==> src/rtl/pc_fetch_unit.sv <==
// PC register and instruction-fetch sequencer: req/ack word fetch, one-entry skid
// buffer toward decode, and branch redirect that drains an in-flight fetch.
module pc_fetch_unit #(
  parameter int unsigned        ADDR_W   = 64,
  parameter int unsigned        INSTR_W  = 32,
  parameter logic [ADDR_W-1:0]  RESET_PC = '0,
  parameter int unsigned        INC      = 4
) (
  input  logic               clk,
  input  logic               rst_n,
  input  logic               stall,
  input  logic               br_valid,
  input  logic [ADDR_W-1:0]  br_target,
  output logic               imem_req,
  output logic [ADDR_W-1:0]  imem_addr,
  input  logic               imem_ack,
  input  logic [INSTR_W-1:0] imem_rdata,
  output logic               if_valid,
  output logic [ADDR_W-1:0]  if_pc,
  output logic [INSTR_W-1:0] if_instr,
  output logic [ADDR_W-1:0]  pc
);

  localparam logic [ADDR_W-1:0] INC_V = ADDR_W'(INC);

  typedef enum logic [1:0] {IDLE, REQ, DRAIN} state_t;

  state_t               state;
  logic                 skid_valid;
  logic [ADDR_W-1:0]    skid_pc;
  logic [INSTR_W-1:0]   skid_instr;

  logic                 ack_ok_c;
  logic                 consume_c;
  logic                 slot_free_c;
  logic [ADDR_W-1:0]    pc_inc_c;
  logic [ADDR_W-1:0]    br_pc_c;
  logic                 unused_br_lsb;

  assign ack_ok_c      = imem_req & imem_ack;
  assign consume_c     = if_valid & ~stall;
  assign slot_free_c   = ~if_valid | ~stall;
  assign pc_inc_c      = pc + INC_V;
  assign br_pc_c       = {br_target[ADDR_W-1:2], 2'b00};
  assign unused_br_lsb = &{1'b0, br_target[1:0]};

  always_ff @(posedge clk or negedge rst_n) begin
    if (!rst_n) begin
      state      <= IDLE;
      pc         <= RESET_PC;
      imem_req   <= 1'b0;
      imem_addr  <= RESET_PC;
      if_valid   <= 1'b0;
      if_pc      <= '0;
      if_instr   <= '0;
      skid_valid <= 1'b0;
      skid_pc    <= '0;
      skid_instr <= '0;
    end else if (br_valid) begin
      // Redirect wins; an unacked fetch must still complete on the bus, so drain it.
      pc         <= br_pc_c;
      if_valid   <= 1'b0;
      skid_valid <= 1'b0;
      if (imem_req && !imem_ack) begin
        state <= DRAIN;
      end else begin
        imem_req <= 1'b0;
        state    <= REQ;
      end
    end else begin
      case (state)
        IDLE: state <= REQ;
        DRAIN: begin
          if (ack_ok_c) begin
            imem_req <= 1'b0;
            state    <= REQ;
          end
        end
        REQ: begin
          if (ack_ok_c) begin
            pc <= pc_inc_c;
            if (slot_free_c) begin
              // Delivered straight to decode; keep streaming at the next address.
              if_valid  <= 1'b1;
              if_pc     <= imem_addr;
              if_instr  <= imem_rdata;
              imem_addr <= pc_inc_c;
            end else begin
              skid_valid <= 1'b1;
              skid_pc    <= imem_addr;
              skid_instr <= imem_rdata;
              imem_req   <= 1'b0;
            end
          end else begin
            if (consume_c) begin
              if_valid   <= skid_valid;
              skid_valid <= 1'b0;
              if (skid_valid) begin
                if_pc    <= skid_pc;
                if_instr <= skid_instr;
              end
            end
            // Issue as soon as the skid entry is empty or leaving this cycle.
            if (!imem_req && (!skid_valid || consume_c)) begin
              imem_req  <= 1'b1;
              imem_addr <= pc;
            end
          end
        end
        default: state <= IDLE;
      endcase
    end
  end

endmodule
==> config.mk <==
export PLATFORM = sky130hd
export DESIGN_NAME = pc_fetch_unit
export DESIGN_NICKNAME = d
export VERILOG_FILES = /design/src/rtl/pc_fetch_unit.sv
export SDC_FILE = /design/constraint.sdc
export NUM_CORES = 1
export LEC_CHECK = 0
export ABC_AREA = 0
export CORE_UTILIZATION = 33
export DETAILED_ROUTE_END_ITERATION = 8
export PLACE_DENSITY_LB_ADDON = 0.25
export SLEW_MARGIN = 20
export SYNTH_ARGS = -nofsm -noshare
export SYNTH_HDL_FRONTEND = slang
export SYNTH_SLANG_ARGS = --single-unit
==> constraint.sdc <==
create_clock -name clk -period 2.6 [get_ports clk]
set_clock_uncertainty 0.1 [all_clocks]
set_input_delay 0.52 -clock clk [delete_from_list [all_inputs] [get_ports clk]]
set_output_delay 0.52 -clock clk [all_outputs]
set_load 0.01 [all_outputs]
=== Yosys cells after proc, flatten, opt, wreduce, memory -nomap -nowiden ===
Cells that the tools add are included.

* Flip-flop bits (word level): 325
* Bits of input ports: 101
* Output and inout port bits: 226
* Logic and storage cells: 85

* $add $sub $neg: 1
* Equal/unequal tests: 10
* Mux-type cells: 35
* Bitwise gates (word level): 7
* Reductions and logical operators: 22

{| class="wikitable"
|+ Operator list
! kind !! count
|-
| two-way mux 64 bit || 10
|-
| two-way mux 32 bit || 4
|-
| adder 64 x 3 -> 64 bit, second input constant || 1
|-
| two-way mux 1 bit || 16
|-
| AND reduction 5 bit || 2
|-
| nonzero test 2 bit || 5
|-
| != test 4 bit, second input constant || 2
|-
| AND reduction 4 bit || 2
|-
| two-way mux 2 bit || 3
|-
| != test 3 bit, second input constant || 2
|-
| case mux 2 bit (3 select lines) || 1
|-
| AND reduction 3 bit || 2
|-
| nonzero test 3 bit || 2
|-
| != test 2 bit, second input constant || 2
|-
| NOT 1 bit || 4
|-
| AND reduction 2 bit || 2
|-
| logical NOT 1 bit || 3
|-
| != test 3 x 2 -> 1 bit, second input constant || 1
|-
| bitwise AND 1 bit || 2
|-
| equality test 2 x 1 -> 1 bit, second input constant || 1
|-
| equality test 2 bit, second input constant || 1
|-
| logical AND 1 bit || 2
|-
| logical NOT 2 bit || 1
|-
| != test 2 x 1 -> 1 bit, second input constant || 1
|-
| 3 further kinds || 3
|}

=== Logic depth before layout (Yosys ltp) ===
Gate-level depths: netlist of run 1.

* Depth after elaboration: 8
* Gate-level depth with buffers: 9
* Mapped depth without buffers: 6

=== Least setup slack after synthesis of run 1 ===
OpenSTA, ideal clock, no wires.

* Path kind: reg-to-reg
* Start point: register pc[39]
* End point: register pc[60]
* Library setup time: 82 ps
* Arrival: 2,435 ps
* Required time: 2,418 ps
* Setup slack: -17 ps
* Cell stages (with the launch flop): 7
* Buffers on the path: 1
* Clock period less this slack: 2,617 ps
* Path through: dfrtp_1 clkbuf_2 nand4_4 or4_4 or4_4 or4_1 a31oi_1

* Cells in the longest elaborated chain, start to end: 4

{| class="wikitable"
|+ Ends and longest elaborated chain
! item !! RTL line !! source
|-
| from (decl) || 21 || <nowiki>output logic [ADDR_W-1:0] pc</nowiki>
|-
| from (signal assigned) || 61 || <nowiki>pc <= br_pc_c;</nowiki>
|-
| from (signal assigned) || 81 || <nowiki>pc <= pc_inc_c;</nowiki>
|-
| adder 64 x 3 -> 64 bit || 43 || <nowiki>assign pc_inc_c = pc + INC_V;</nowiki>
|-
| two-way mux 64 bit || 80 || <nowiki>if (ack_ok_c) begin</nowiki>
|-
| two-way mux 64 bit || 71 || <nowiki>case (state)</nowiki>
|-
| two-way mux 64 bit || 59 || <nowiki>end else if (br_valid) begin</nowiki>
|}

No other way between the ends. The select of a mux whose other input is x is not followed.
A chain may end at the register's enable or synchronous reset.

=== Worst setup path in the final report of run 1 ===
* Start point: register pc[43]
* End point: register pc[60]

Same word-level chain as after synthesis.

==> metrics, run 1 <==
Global Route Usage Sum 0.233; Slew headroom 0.547; area of the core 45500 um2; fin nets 2145; max-slew violation count 0; pre-CTS setup slack -0.237 ns; Clock Sinks 317; most common flop cell mapped by yosys dfrtp_1; Largest stage delay, worst path 0.58 ns; Hold WS 0.385 ns; commonest non-fill, non-tap cell in the layout nand2_1; final std cell area, no fill 21600 um2; Layout fillers 4391; number of DRC markers in iteration 0 1066; Reg clk slew, reported paths 0.06 ns; final cell count without fillers 2671; final WL 55.0 mm; CTS Buffer Depth 3; Register Area 7940 um2; ys async rst share 1.00; Setup WS post-layout 0.0882 ns; delay-heaviest family, CP simple AND/OR/NAND/NOR gates; nature of the critical path startpoint flip-flop; H-tree level count 2; Post-CTS Setup Bufs 0; Hold Crit Class in -> async; Power Dens Cells 955 nW/um2; syn avg cell area 9.40 um2; final core occ 0.475; setup total negative slack 0 ns; layout cells sized above 1 0.171; die width 217 um; # setup viols final 0; multi-input logic area 6840 um2; GP Congestion 0.929; FF+latch count, synth 317; CTS tree done; crit-path cells nand4_1, or4_4, or4_4, or4_1, a31oi_1; vias per cell 5.18; most frequent cells in the layout 326 x nand2_1, 316 x clkdlybuf4s50_1, 315 x dfrtp_1, 168 x buf_4, 141 x nor2_1; cell mode on critical path or4_4; Syn Inst Count 1626; initial antenna violation count 1; Overflow after GRT 0; die height 217 um; Rows 78; # port buffers 318; Critical Path RT 2.97 ns; cts bufs inserted 39; Tcrit/Tclk final 0.966; Netlist Area Pre-Place 15300 um2; status complete, no violations; Post-synth EDFFs 0; highest net fanout along the worst path 4; vias in the first global route 13600; Max Clk Rate 398 MHz; Crit path depth 5; Initial Util 0.336; crit path capture type flip-flop; top-level I/O count 327; Max-Cap Viols 0; Detailed Place HPWL 41.1 mm; clk_lat worst skew 0.55 ns; Inst Count DP 2601; Synth Warn # 0; Netlist cell types 51; largest net degree at the start of global routing 79; CP Buf/Inv Count 0; die area 47200 um2; placed cell areas 20300 um2; Crit path arrival time 2.88 ns; Layout area overhead 41.3%; total power 20.6 mW; Hold Vio Cnt, Final 0; Worst Setup Path Type reg -> reg; r2r worst-path depth 5; peak supply drop 0.655 mV; Leak 8.88 nW; Tightest Pin Transition 0.673 ns; Wirelength per Cell 20.6 um; slowest stage cell, crit path or4_4; DR vias 13800; Seq/Total Area, Yosys 0.519; Clock Root Buffer clkbuf_16; Tmin final 2.51 ns; RSZ-0062 raised after global routing false; antenna viol nets, final 0; first-pass GRT wire length 83.7 mm; first-pass detailed-route iteration total 6; Residual DRC 0
-- layer usage --
layer	GRT usage	wire, um	part of all wire
met1	0.321	24700	0.45
met5	0	0	0
met3	0.0493	3700	0.067
met2	0.368	25300	0.46
met4	0.0669	1240	0.023
-- cell families after synthesis --
logic type	after synthesis	share of synthesized area
multiplexers	103	0.0752
flip-flops	317	0.519
buffers and inverters	139	0.0369
adder cells (fa/ha/maj)	1	0.000819
XOR/XNOR	83	0.0476
AND/OR/NAND/NOR	722	0.218
other	1	0.000245
AO/OA/AOI/OAI	260	0.102
-- repair_timing --
item | in CTS | in global routing
setup endpoints to repair | 0 | 2
hold buffers | 1 | 0
gates resized for setup | 0 | 3
hold endpoints to repair | 35 | 0
-- final cells by class --
class / count / share of cell area
Sequential cell: 317 / 0.368
Multi-Input combinational cell: 1175 / 0.317
Timing Repair Buffer: 500 / 0.219
Clock buffer: 60 / 0.0545
Tap cell: 600 / 0.0348
Clock inverter: 8 / 0.00556
Inverter: 10 / 0.00174
Antenna cell: 1 / 0.000116
-- cells in the mapped netlist, types with 28 or more instances --
| cell type | number | area (um2) |
|---|---|---|
| xor2_1 | 51 | 447 |
| dfrtp_1 | 317 | 7930 |
| nand4_1 | 67 | 419 |
| nand2_1 | 327 | 1230 |
| clkbuf_1 | 104 | 390 |
| nor4_1 | 28 | 175 |
| o21ai_0 | 101 | 505 |
| mux2_2 | 94 | 1060 |
| nor2_1 | 142 | 533 |
| a31oi_1 | 117 | 732 |
| xnor2_1 | 32 | 280 |
| nand3_1 | 51 | 255 |
| nor3_1 | 29 | 145 |
-- registers in the layout, indices dropped and copies added, names as in the netlist --
| register | count |
|---|---|
| if_instr | 32 |
| skid_instr | 32 |
| if_pc | 62 |
| if_valid | 1 |
| imem_addr | 62 |
| state | 2 |
| skid_pc | 62 |
| skid_valid | 1 |
| pc | 62 |
| imem_req | 1 |
-- worst paths after layout --
kind,endpoint,slack [ns],startpoint
max,pc[60],0.09,pc[43]
min,if_instr[21],0.39,rst_n
max reg2reg,pc[60],0.09,pc[43]
min reg2reg,skid_pc[56],0.41,skid_pc[56]
max in group asynchronous,imem_addr[15],1.27,rst_n
min in group clk,skid_pc[56],0.41,skid_pc[56]
-- power by group --
part | switching, mW | internal (mW)
clock network | 2.16 | 3.40
registers | 1.34 | 6.57
logic | 3.37 | 3.79
(Power assumes the default switching activity.)
==> run 2, diff against run 1 <==
- TNS_END_PERCENT: default -> 10
==> results of run 2 <==
The final DEF is identical to that of run 1; final timing and power are the same.
